===== src/rtl/fire_bias_pkg.sv =====
// Shared types and arithmetic helpers for the fire-layer bias stages.
// Helpers take widths as arguments so one definition serves every layer width.
package fire_bias_pkg;

  localparam int DATA_W_DEF = 16;
  localparam int BIAS_W_DEF = 16;
  localparam int NUM_CH_DEF = 64;

  typedef struct packed {
    logic                  sign;
    logic [BIAS_W_DEF-2:0] mag;
  } bias_sm_t;

  // Negative zero falls out naturally as 0 since -0 == 0.
  function automatic logic signed [31:0] sm_to_tc(input logic [31:0] sm,
                                                  input int unsigned bias_w);
    logic [31:0] mag;
    mag = sm & ((32'd1 << (bias_w - 1)) - 32'd1);
    return sm[5'(bias_w - 1)] ? -$signed(mag) : $signed(mag);
  endfunction

  function automatic logic signed [31:0] sat_clip(input logic signed [33:0] sum,
                                                  input int unsigned data_w);
    logic signed [33:0] max_v;
    logic signed [33:0] min_v;
    max_v = (34'sd1 <<< (data_w - 1)) - 34'sd1;
    min_v = -max_v - 34'sd1;
    if (sum > max_v) return $signed(max_v[31:0]);
    if (sum < min_v) return $signed(min_v[31:0]);
    return $signed(sum[31:0]);
  endfunction

endpackage


===== src/rtl/bias_sm2tc.sv =====
// Bias table lookup plus sign-magnitude to two's complement conversion.
module bias_sm2tc
  import fire_bias_pkg::*;
#(
  parameter  int BIAS_W = BIAS_W_DEF,
  parameter  int NUM_CH = NUM_CH_DEF,
  parameter  int OUT_W  = DATA_W_DEF + 2,
  localparam int CH_W   = $clog2(NUM_CH)
) (
  input  logic [NUM_CH-1:0][BIAS_W-1:0] bias_mem,
  input  logic [CH_W-1:0]               sel,
  output logic signed [OUT_W-1:0]       bias_tc
);

  logic signed [31:0] tc_full;

  always_comb begin
    tc_full = sm_to_tc(32'(bias_mem[sel]), BIAS_W);
    bias_tc = tc_full[OUT_W-1:0];
  end

endmodule


===== src/rtl/bias_apply_seq.sv =====
// Adds the per-channel bias to the accumulator stream, saturates and optionally
// applies ReLU, through a 2-stage valid/ready pipeline.
module bias_apply_seq
  import fire_bias_pkg::*;
#(
  parameter  int DATA_W  = DATA_W_DEF,
  parameter  int BIAS_W  = BIAS_W_DEF,
  parameter  int NUM_CH  = NUM_CH_DEF,
  parameter  bit RELU_EN = 1'b1,
  localparam int CH_W    = $clog2(NUM_CH)
) (
  input  logic                          clk,
  input  logic                          rst_n,
  input  logic [NUM_CH-1:0][BIAS_W-1:0] bias_mem,
  input  logic                          ch_clr,
  input  logic                          in_valid,
  output logic                          in_ready,
  input  logic signed [DATA_W-1:0]      in_data,
  output logic                          out_valid,
  input  logic                          out_ready,
  output logic signed [DATA_W-1:0]      out_data,
  output logic [CH_W-1:0]               out_ch,
  output logic                          out_last
);

  localparam int SUM_W = DATA_W + 2;
  localparam logic [CH_W-1:0] CH_LAST = CH_W'(NUM_CH - 1);

  logic [CH_W-1:0]          ch_cnt_q, ch_cnt_d, ch_sel;
  logic                     vld_p1_q, vld_p1_d, vld_p2_q, vld_p2_d;
  logic signed [DATA_W-1:0] acc_p1_q, acc_p1_d;
  logic signed [SUM_W-1:0]  bias_p1_q, bias_p1_d, bias_sel;
  logic [CH_W-1:0]          ch_p1_q, ch_p1_d;
  logic signed [DATA_W-1:0] data_p2_q, data_p2_d;
  logic [CH_W-1:0]          ch_p2_q, ch_p2_d;
  logic                     last_p2_q, last_p2_d;
  logic                     adv_p2, accept;
  logic signed [SUM_W-1:0]  sum_p2;
  logic signed [31:0]       sat_p2;

  assign adv_p2   = !vld_p2_q || out_ready;
  assign in_ready = !vld_p1_q || adv_p2;
  assign accept   = in_valid && in_ready;
  assign ch_sel   = ch_clr ? '0 : ch_cnt_q;

  bias_sm2tc #(
    .BIAS_W (BIAS_W),
    .NUM_CH (NUM_CH),
    .OUT_W  (SUM_W)
  ) u_sm2tc (
    .bias_mem (bias_mem),
    .sel      (ch_sel),
    .bias_tc  (bias_sel)
  );

  // Stage 1: capture accumulator, channel and converted bias
  always_comb begin
    ch_cnt_d  = ch_cnt_q;
    acc_p1_d  = acc_p1_q;
    bias_p1_d = bias_p1_q;
    ch_p1_d   = ch_p1_q;
    if (accept) begin
      ch_cnt_d  = (ch_sel == CH_LAST) ? '0 : ch_sel + 1'b1;
      acc_p1_d  = in_data;
      bias_p1_d = bias_sel;
      ch_p1_d   = ch_sel;
    end else if (ch_clr) begin
      ch_cnt_d = '0;
    end
    // in_ready implies stage 1 is vacated this cycle
    vld_p1_d = in_ready ? accept : vld_p1_q;
  end

  // Stage 2: add, saturate, ReLU
  always_comb begin
    vld_p2_d  = adv_p2 ? vld_p1_q : vld_p2_q;
    data_p2_d = data_p2_q;
    ch_p2_d   = ch_p2_q;
    last_p2_d = last_p2_q;
    sum_p2    = $signed({{2{acc_p1_q[DATA_W-1]}}, acc_p1_q}) + bias_p1_q;
    sat_p2    = sat_clip(34'(sum_p2), DATA_W);
    if (adv_p2 && vld_p1_q) begin
      data_p2_d = sat_p2[DATA_W-1:0];
      if (RELU_EN && data_p2_d[DATA_W-1]) data_p2_d = '0;
      ch_p2_d   = ch_p1_q;
      last_p2_d = (ch_p1_q == CH_LAST);
    end
  end

  always_ff @(posedge clk or negedge rst_n) begin
    if (!rst_n) begin
      ch_cnt_q  <= '0;
      vld_p1_q  <= 1'b0;
      vld_p2_q  <= 1'b0;
      data_p2_q <= '0;
      ch_p2_q   <= '0;
      last_p2_q <= 1'b0;
    end else begin
      ch_cnt_q  <= ch_cnt_d;
      vld_p1_q  <= vld_p1_d;
      vld_p2_q  <= vld_p2_d;
      data_p2_q <= data_p2_d;
      ch_p2_q   <= ch_p2_d;
      last_p2_q <= last_p2_d;
    end
  end

  // Stage-1 payload is qualified by vld_p1_q, so it needs no reset
  always_ff @(posedge clk) begin
    acc_p1_q  <= acc_p1_d;
    bias_p1_q <= bias_p1_d;
    ch_p1_q   <= ch_p1_d;
  end

  assign out_valid = vld_p2_q;
  assign out_data  = data_p2_q;
  assign out_ch    = ch_p2_q;
  assign out_last  = last_p2_q;

endmodule


===== config.mk =====
export PLATFORM = sky130hd
export DESIGN_NAME = bias_apply_seq
export DESIGN_NICKNAME = d
export VERILOG_FILES = /design/src/rtl/fire_bias_pkg.sv /design/src/rtl/bias_sm2tc.sv /design/src/rtl/bias_apply_seq.sv
export SDC_FILE = /design/constraint.sdc
export NUM_CORES = 1
export LEC_CHECK = 0
export BUFFER_PORTS_ARGS = -buffer_cell sky130_fd_sc_hd__buf_2
export CAP_MARGIN = 10
export CORE_AREA = 2 2 412 414
export DETAILED_ROUTE_END_ITERATION = 6
export DIE_AREA = 0 0 414 416
export HOLD_SLACK_MARGIN = 0.15
export PLACE_DENSITY_LB_ADDON = 0.15
export SYNTH_ARGS = -nofsm -noshare
export SYNTH_HDL_FRONTEND = slang
export SYNTH_SLANG_ARGS = --single-unit
export TNS_END_PERCENT = 1

===== constraint.sdc =====
create_clock -name clk -period 3.01 [get_ports clk]
set_input_delay 0.301 -clock clk [delete_from_list [all_inputs] [get_ports clk]]
set_output_delay 0.301 -clock clk [all_outputs]
set_load 0.05 [all_outputs]

# Yosys cells after proc, flatten, opt, wreduce, memory -nomap -nowiden
# Index checks and enable logic that the tools add are counted.
[op_classes]
addsub = 3
n_reduce_logical = 6
n_mux = 14
shift = 0
n_eq_ne = 2
n_div = 0
order_cmp = 3
bitwise = 0
n_mul = 0
[op_table]
columns = ["cell", "count"]
rows = [
  ["$bmux 16 s6", 1],
  ["$mux 16", 5],
  ["$mux 15", 2],
  ["$add 16x18->18", 1],
  ["$gt 18x16->1 const B", 1],
  ["$lt 18x16->1 const B", 1],
  ["$mux 6", 3],
  ["$neg 15->18", 1],
  ["$eq 6x6->1 const B", 2],
  ["$lt 6x7->1 const B", 1],
  ["$add 6x1->6 const B", 1],
  ["$mux 1", 3],
  ["$logic_and 1x1->1", 2],
  ["$logic_not 1->1", 2],
  ["$logic_or 1x1->1", 2],
]
[word_totals]
out_inout_bits = 25
mem_bits_ro = 0
regBits = 71
word_cells = 38
latchBits = 0
mem_bits_rw = 0
n_memories = 0

# Logic depth before layout (Yosys ltp)
# Gate-level depths: netlist of the first run.
[logic_depth]
ltp_word = 7
depth_mapped = 16
mapped_depth_nobuf = 12

# Modules after synthesis
# From an unflattened synthesis of the first run, not the netlist that was laid out.
[unflattened]
cells_unflattened = 927
area_unflattened_um2 = 12132.9
[modules_own_cells]
columns = ["mod", "area_each_um2", "seq_area_each_um2", "cells_each", "instances"]
rows = [
  ["bias_sm2tc", 8704.6, 0.0, 652, 1],
  ["bias_apply_seq", 3428.3, 1951.9, 275, 1],
]

# Worst setup path after synthesis of the first run
# No wires, ideal clock.
[synth_timing]
kind = "reg-to-reg"
startpoint = "reg vld_p2_q (netlist: out_valid)"
endpoint = "reg ch_cnt_q[5]"
path_stages_with_launch = 7
path_slack_ps = -397
required_ps = 2933
t_arrival_ps = 3329
setup_ps = 77
synth_period_minus_slack_ps = 3407
path_cell_list = "dfrtp_1 nand3b_1 and2_1 clkbuf_1 nand3_1 or3_1 a21oi_1"
[synth_between]
elab_chain_cells = 5
[synth_lines]
columns = ["element", "line", "rtl"]
rows = [
  ["start: declaration", "bias_apply_seq.sv:30", "logic vld_p1_q, vld_p1_d, vld_p2_q, vld_p2_d;"],
  ["start signal: assignment", "bias_apply_seq.sv:101", "vld_p2_q <= vld_p2_d;"],
  ["$logic_not 1->1", "bias_apply_seq.sv:41", "assign adv_p2 = !vld_p2_q || out_ready;"],
  ["$logic_or 1x1->1", "bias_apply_seq.sv:41", ""],
  ["$logic_or 1x1->1", "bias_apply_seq.sv:42", "assign in_ready = !vld_p1_q || adv_p2;"],
  ["named net in_ready", "bias_apply_seq.sv:17", "output logic in_ready,"],
  ["$logic_and 1x1->1", "bias_apply_seq.sv:43", "assign accept = in_valid && in_ready;"],
  ["named net accept", "bias_apply_seq.sv:37", "logic adv_p2, accept;"],
  ["$mux 6", "bias_apply_seq.sv:62", "if (accept) begin"],
  ["named net ch_cnt_d[5]", "bias_apply_seq.sv:29", "logic [CH_W-1:0] ch_cnt_q, ch_cnt_d, ch_sel;"],
  ["end signal: assignment", "bias_apply_seq.sv:99", "ch_cnt_q <= ch_cnt_d;"],
  ["end: declaration", "bias_apply_seq.sv:29", ""],
]
# The timed path passes the listed nets, and every way through them passes these cells.
# A chain may end at the register's enable or synchronous reset.

# Final worst setup path of the first run
[layout_timing]
startpoint = "reg ch_cnt_q[2]"
endpoint = "reg bias_p1_q[8], data pin"
[layout_between]
elab_chain_cells = 5
[layout_lines]
columns = ["element", "line", "rtl"]
rows = [
  ["$mux 6 (*)", "n/a", ""],
  ["$bmux 16 s6 (*)", "bias_sm2tc.sv:18", "tc_full = sm_to_tc(32'(bias_mem[sel]), BIAS_W);"],
  ["$mux 16 (not written as such) (*)", "bias_sm2tc.sv:18", ""],
  ["$neg 15->18", "fire_bias_pkg.sv:19", "return sm[5'(bias_w - 1)] ? -$signed(mag) : $signed(mag);"],
  ["$mux 15 (*)", "fire_bias_pkg.sv:19", ""],
  ["named net bias_sel[8]", "bias_apply_seq.sv:32", "logic signed [SUM_W-1:0] bias_p1_q, bias_p1_d, bias_sel;"],
  ["end signal: assignment", "bias_apply_seq.sv:111", "bias_p1_q <= bias_p1_d;"],
  ["end: declaration", "bias_apply_seq.sv:32", ""],
]
# Mark *: on every way through the listed nets, which the timed path passes. The rest lies on a longest branch. The select of a mux whose other input is x is not followed.

==> metrics, run 1 <==
Finish-stage setup viols=17; drt first pass iters=5; initial core utilization=7.89%; net switching power=4390 uW; IO Count=1070; clock power share=12.6%; static leakage=0.0113 uW; root buf cell=clkbuf_16; combinational group share of total power=72.3%; RSZ-0062 raised after global routing=yes; DRT iter0 DRCs=1204; Synth Register Bits=70; max cap viols=0; Int Pwr=4870 uW; DP HPWL=140 mm; GRT Util Overall=17.4%; via/cell ratio=3.81; outcome=finished, violations left; Core Box Area=168000 um^2; row count=151; syn avg cell area=8.25 um^2; worst slew pin tran=0.959 ns; post-synth net total=2673; Post-synth EDFFs=40; sequential area share after synthesis=14.7%; final hold violations=0; Setup TNS Final=-8.46 ns; Synth area leader=mux2i_1; Worst path max stage delay=0.65 ns; post-synth top area share=14.9%; number of antenna violations at the first check in global routing=75; critical path launch point type=flip-flop; Clock transition at path regs=0.07 ns; CTS buffer count=9; CP arrival=3.75 ns; gr ovfl total=0; cell total after placement=5190; clk_lat worst skew=0.37 ns; CP endpoint kind=flip-flop; Sw Ratio=47.4%; Final GP Congestion=0.869; ANT nets after route=0; final slew viol count=0; Slew headroom=35.7%; fmax=275 MHz; CTS sink count=70; Cell Area, Synth=13300 um^2; first-pass GRT wire length=202 mm; asr flop ratio synth=42.9%; hold crit path type=primary input to flip-flop; Syn Inst Count=1608; drt drc=0; largest net degree at the start of global routing=32; vias in the first global route=21258; die area=172000 um^2; final cycle utilization of the critical path=121%; Max clock buf depth=2; worst path cell trace=buf_4 > buf_4 > buf_4 > mux2i_1 > a221oi_1 > o22ai_1 > a311oi_1 > a211oi_4 > buf_4 > buf_4 > a41o_1 > xnor2_1; Pwr per Cell Area=356 nW/um^2; Core Util, Final=15.5%; CTS H-Tree Depth=3; worst path required time=3.12 ns; ys flop type=edfxtp_1; warnings from Yosys=0; Die Y=416 um; CTS tree=yes; Syn-to-layout area delta=96.2%; routed len/inst=29.7 um; Synth area leaders=mux2i_1 15%, edfxtp_1 9.1%, dfrtp_1 5.7%, mux2_2 5.4%, mux4_2 4.8%; Netlist cell types=99; Worst Setup Path Type=flip-flop to flip-flop; crit path time final=3.64 ns; layout cells sized above 1=59.5%; Worst Path Max Fanout=8; non-filler cells, final=5266; overall routed net length=157 mm; Final #Nets=4090; register share of total power=15.1%; failing checks=setup timing; worst hold slack=0.235 ns; Die Wd=414 um; via count=20058; critical path's slowest cell=a221oi_1; number of port buffers=1068; CP dominant cell by count=buf_4; Post-Place Setup Slack=-1.35 ns; worst vdd ir=0.259 mV; clock skew=0.0111 ns; final worst slack=-0.630 ns
==> registers in the layout, summed over array words and instances (netlist names) <==
signal and flops:
out_data 15, ch_p1_q 6, out_valid 1, ch_cnt_q 6, vld_p1_q 1, out_last 1
acc_p1_q 16, bias_p1_q 18, out_ch 6
==> power by group through the flow <==
| stage | clock network (uW) | logic (uW) | registers (uW) |
|---|---|---|---|
| after floorplan | 0 | 2650 | 1700 |
| after global placement | 0 | 6380 | 1440 |
| after detailed placement | 0 | 6360 | 1440 |
| after CTS | 1240 | 6640 | 1410 |
| after global routing | 1270 | 7140 | 1430 |
| final | 1170 | 6690 | 1400 |
==> path summary, 6_finish.rpt <==
path / start / endpoint / slack [ns] / depth (start not counted)
setup / recovery: ch_cnt_q[2]$_DFF_PN0_ / bias_p1_q[8]$_DFFE_PP_ / -0.63 / 12
hold / removal: out_ready / vld_p1_q$_DFFE_PN0N_ / 0.24 / 3
setup reg to reg: ch_cnt_q[2]$_DFF_PN0_ / bias_p1_q[8]$_DFFE_PP_ / -0.63 / 12
hold reg to reg: out_ch[3]$_DFFE_PN0P_ / out_ch[3]$_DFFE_PN0P_ / 0.48 / 2
max in group asynchronous: rst_n / ch_cnt_q[0]$_DFF_PN0_ / 1.71 / 2
min in group asynchronous: rst_n / out_ch[4]$_DFFE_PN0P_ / 0.61 / 2
==> stage by stage <==
step	power [uW]	cell area, um^2
2_1_floorplan	4350	13300
3_5_place_dp	7800	24600
4_1_cts	9280	25600
5_1_grt	9840	26000
3_3_place_gp	7830	24600
6_report	9260	26000
==> worst max-delay path: cells and delay by family, from the launching register on <==
family	cells	cell delay, ns
flip-flops	1	0.51
AO/OA/AOI/OAI	5	1.82
XOR/XNOR	1	0.12
multiplexers	1	0.11
buffers and inverters	5	0.79
==> routing by layer <==
layer	vias to the layer above	wire length, um	global-route usage [%]
li1	9254	-	-
met2	739	77900	31.0
met5	-	115	0
met1	9941	69200	22.8
met3	106	7790	2.75
met4	18	1730	1.56
==> Yosys cell counts, types with 16 or more instances <==
| cell type | count |
|---|---|
| a31oi_1 | 22 |
| nand3_1 | 32 |
| a211oi_1 | 48 |
| nor2b_1 | 33 |
| ha_1 | 19 |
| mux2i_1 | 198 |
| buf_4 | 28 |
| a22oi_1 | 29 |
| buf_2 | 54 |
| o21ai_0 | 82 |
| nand2b_1 | 16 |
| a221oi_1 | 64 |
| nor3_1 | 23 |
| o221ai_1 | 30 |
| a2111oi_0 | 17 |
| nor2_1 | 86 |
| edfxtp_1 | 40 |
| a221o_1 | 30 |
| mux4_2 | 28 |
| o22ai_1 | 47 |
| nand2_1 | 149 |
| buf_6 | 29 |
| dfrtp_1 | 30 |
| mux2_2 | 64 |
| xnor2_1 | 26 |
| clkbuf_1 | 46 |
| a21oi_1 | 113 |
==> kinds of logic (layout without fill, tap and decap cells) <==
family	Yosys count	count (layout)	synth area share, %
AO/OA/AOI/OAI	597	597	32.2
XOR/XNOR	32	32	2.11
adder cells (fa/ha/maj)	20	20	1.94
buffers and inverters	188	1610	8.46
flip-flops	70	70	14.7
multiplexers	290	290	25.1
other	1	19	0.0283
AND/OR/NAND/NOR	410	410	15.4
==> cells in the final DEF, fill, tap and decap left out, types with 12 or more instances in the layout <==
| cell type | count |
|---|---|
| a211oi_1 | 39 |
| a21oi_1 | 108 |
| a221o_1 | 30 |
| a221oi_1 | 57 |
| a22oi_1 | 26 |
| a31oi_1 | 18 |
| buf_12 | 59 |
| buf_2 | 1067 |
| buf_4 | 409 |
| buf_6 | 13 |
| dfrtp_1 | 25 |
| diode_2 | 18 |
| dlygate4sd3_1 | 18 |
| edfxtp_1 | 40 |
| ha_1 | 16 |
| inv_1 | 12 |
| mux2_2 | 64 |
| mux2i_1 | 196 |
| mux4_2 | 28 |
| nand2_1 | 148 |
| nand3_1 | 30 |
| nor2_1 | 78 |
| nor2b_1 | 30 |
| nor3_1 | 20 |
| o211ai_1 | 13 |
| o21ai_0 | 73 |
| o221ai_1 | 29 |
| o22ai_1 | 44 |
| xnor2_1 | 26 |
==> what timing repair did <==
item / in CTS / in global routing
gates cloned: 1 / 1
endpoints found under the setup margin: 33 / 33
hold buffers: 18 / 0
pin swaps: 18 / 13
resized for setup: 71 / 65
endpoints found under the hold margin: 47 / 0
buffers inserted: 19 / 4
==> final cells by class <==
| class | count | area (um^2) |
|---|---|---|
| antenna | 18 | 45.0 |
| clock buffer | 11 | 264 |
| clock inverter | 5 | 37.5 |
| fill | 19624 | 142000 |
| inverter | 20 | 80.1 |
| multi-input combinational | 1350 | 10800 |
| sequential | 70 | 1970 |
| tap | 2218 | 2780 |
| timing repair buffer | 1574 | 10100 |
Note: power is estimated with default switching activity, not from simulation.
==> inputs of run 2 (changes only) <==
CORE_AREA = 2 2 415 417   (was 2 2 412 414)
DIE_AREA = 0 0 417 419   (was 0 0 414 416)
clock period = 4 ns   (was 3.01 ns; I/O delays follow)
==> run 2 against run 1 <==
The flow now finishes without violations. Wire length is 0.78% higher. Final area down 11%. Clock power shrank 27%. Power is 32% lower. Sequential power shrank 26%. Critical endpoint is now bias_p1_q[11]$_DFFE_PP_. Largest cell class unchanged. Highest routed layer unchanged.
==> metrics, run 2 (synthesis results as in run 1) <==
outcome=complete, no violations (was finished, violations left); Syn-to-layout area delta=74.0% (was 96.2%); register share of total power=16.5% (was 15.1%); Core Util, Final=13.5% (was 15.5%); final hold violations=0 (unchanged); max FFs per register=18 (unchanged); Worst Path Max Fanout=16 (was 8); CTS H-Tree Depth=3 (unchanged); CP endpoint kind=flip-flop (unchanged); DP HPWL=139 mm (was 140 mm); GRT Util Overall=17.2% (was 17.4%); row count=152 (was 151); non-filler cells, final=5010 (was 5266); DRT iter0 DRCs=1500 (was 1204); Core Box Area=171000 um^2 (was 168000 um^2); FF-to-FF Start=ch_cnt_q[0]$_DFF_PN0_ (was ch_cnt_q[2]$_DFF_PN0_); Top reg by flops=bias_p1_q (unchanged); commonest non-fill, non-tap cell in the layout=buf_2 (unchanged); worst vdd ir=0.190 mV (was 0.259 mV); worst-case reg-to-reg path depth=12 (unchanged); clock power share=13.6% (was 12.6%); final slew viol count=0 (unchanged); vias in the first global route=20148 (was 21258); clock skew=0.0166 ns (was 0.0111 ns); crit path time final=3.90 ns (was 3.64 ns); IO Count=1070 (unchanged); Max clock buf depth=2 (unchanged); Int Pwr=3120 uW (was 4870 uW); fmax=256 MHz (was 275 MHz); via count=19471 (was 20058); max cap viols=0 (unchanged); initial core utilization=7.77% (was 7.89%); layout cells sized above 1=53.8% (was 59.5%); worst path required time=4.11 ns (was 3.12 ns); filler cell count=19912 (was 19624); most frequent cells in the layout=1067 x buf_2, 206 x buf_4, 197 x mux2i_1 (was 1067 x buf_2, 409 x buf_4, 196 x mux2i_1); number of port buffers=1068 (unchanged); worst path cell trace=buf_12 > buf_4 > nor3b_4 > buf_4 > a221oi_1 > o21ai_1 > a31o_2 > or3_1 > a31oi_2 > and4_2 > a41oi_1 > xor2_1 (was buf_4 > buf_4 > buf_4 > mux2i_1 > a221oi_1 > o22ai_1 > a311oi_1 > a211oi_4 > buf_4 > buf_4 > a41o_1 > xnor2_1); FF-to-FF End=bias_p1_q[11]$_DFFE_PP_ (was bias_p1_q[8]$_DFFE_PP_); CP arrival=4.02 ns (was 3.75 ns); drt drc=0 (unchanged); gr ovfl total=0 (unchanged); Sw Ratio=50.3% (was 47.4%); Slew headroom=30.2% (was 35.7%); RSZ-0062 raised after global routing=yes (unchanged); first-pass GRT wire length=200 mm (was 202 mm); Finish-stage setup viols=0 (was 17); die area=175000 um^2 (was 172000 um^2); final worst slack=0.0976 ns (was -0.630 ns); Die Y=419 um (was 416 um); ANT nets after route=0 (unchanged); combinational group share of total power=69.9% (was 72.3%); Pwr per Cell Area=273 nW/um^2 (was 356 nW/um^2); net switching power=3170 uW (was 4390 uW); final cycle utilization of the critical path=97.6% (was 121%); clk_lat worst skew=0.38 ns (was 0.37 ns); routed len/inst=31.5 um (was 29.7 um); via/cell ratio=3.89 (was 3.81); largest net degree at the start of global routing=46 (was 32); drt first pass iters=5 (unchanged); CTS buffer count=9 (unchanged); hold_buf cts=0 (was 18); number of antenna violations at the first check in global routing=82 (was 75); CTS sink count=70 (unchanged); Die Wd=417 um (was 414 um); root buf cell=clkbuf_16 (unchanged); critical path's slowest cell=dfrtp_4 (was a221oi_1); Post-Place Setup Slack=-0.519 ns (was -1.35 ns); CTS tree=yes (unchanged); Worst path max stage delay=0.51 ns (was 0.65 ns); Worst Setup Path Type=flip-flop to flip-flop (unchanged); worst slew pin tran=1.04 ns (was 0.959 ns); cell total after placement=4977 (was 5190); static leakage=0.00977 uW (was 0.0113 uW); Final GP Congestion=0.866 (was 0.869); overall routed net length=158 mm (was 157 mm); Clock transition at path regs=0.07 ns (about the same); Final #Nets=3823 (was 4090); critical path launch point type=flip-flop (unchanged); Worst R2R Setup Slack=0.1 ns (was -0.63 ns); hold crit path type=primary input to asynchronous set/reset pin (was primary input to flip-flop); CP dominant cell by count=buf_4 (unchanged)
run 2: cell count changes in the layout (fill, tap and decap cells not counted), moves of 7 or more:
cell	before	now
a211oi_1	39	46
buf_12	59	32
dlygate4sd3_1	18	0
buf_6	13	2
buf_4	409	206
o21ai_0	73	80
run 2: critical path, delay by kind of cell (launching register included):
family / cells / cell delay [ns]
AOI/OAI and AO/OA: 5 / 1.37
and+or+nand+nor: 3 / 0.98
buffers and inverters: 3 / 0.57
DFF: 1 / 0.51
xor gates and xnor gates: 1 / 0.16
run 2: cell type report:
| class | count | area (um^2) | area share (%) |
|---|---|---|---|
| Antenna cell | 14 | 35.0 | 0.152 |
| Clock buffer | 11 | 254 | 1.10 |
| Clock inverter | 5 | 32.5 | 0.141 |
| Inverter | 20 | 81.3 | 0.353 |
| Multi-Input combinational cell | 1350 | 10400 | 44.9 |
| Sequential cell | 70 | 1960 | 8.51 |
| Tap cell | 2233 | 2790 | 12.1 |
| Timing Repair Buffer | 1307 | 7550 | 32.7 |
run 2: power groups by stage:
stage	sequential [uW]	combinational (uW)	clock, uW
after floorplan	1280	2000	0
after global placement	1070	4450	0
after detailed placement	1060	4430	0
after CTS	1050	4470	901
after global routing	1060	4670	931
final	1040	4400	854
run 2: per-stage QoR:
stage               cell area [um^2]  TNS (ns)  hold WS, ns  power (uW)
CTS                            23000         0        0.180        6420
floorplan                      13300         0        0.104        3280
detailed placement             22600     -5.11        0.465        5490
finish                         23100         0        0.142        6290
global route                   23000  -0.00326        0.182        6670
global placement               22600     -4.77        0.462        5520
run 2: metal layers:
| layer | up-vias | routed length (um) | GRT usage, % |
|---|---|---|---|
| met1 | 9804 | 68500 | 22.5 |
| met5 | - | 163 | 0 |
| met4 | 26 | 1970 | 1.73 |
| met2 | 798 | 79500 | 30.7 |
| li1 | 8709 | - | - |
| met3 | 134 | 7710 | 2.46 |
run 2: worst max path at each step:
stage                              end             startpoint  slack, ns  cells past startpoint
4_1_cts        bias_p1_q[11]$_DFFE_PP_  ch_cnt_q[2]$_DFF_PN0_      0.003                     11
3_3_place_gp   bias_p1_q[11]$_DFFE_PP_  ch_cnt_q[2]$_DFF_PN0_      -0.51                     11
6_report       bias_p1_q[11]$_DFFE_PP_  ch_cnt_q[0]$_DFF_PN0_        0.1                     12
5_1_grt        bias_p1_q[13]$_DFFE_PP_  ch_cnt_q[0]$_DFF_PN0_     -0.003                     12
3_5_place_dp   bias_p1_q[11]$_DFFE_PP_  ch_cnt_q[2]$_DFF_PN0_      -0.52                     11
2_1_floorplan    ch_cnt_q[5]$_DFF_PN0_  out_valid$_DFFE_PN0P_       0.59                      6
run 2: what timing repair did:
action | in CTS | in global routing
pin swaps | 1 | 0
buffers inserted | 3 | 0
resized for setup | 12 | 7
endpoints found under the setup margin | 14 | 25
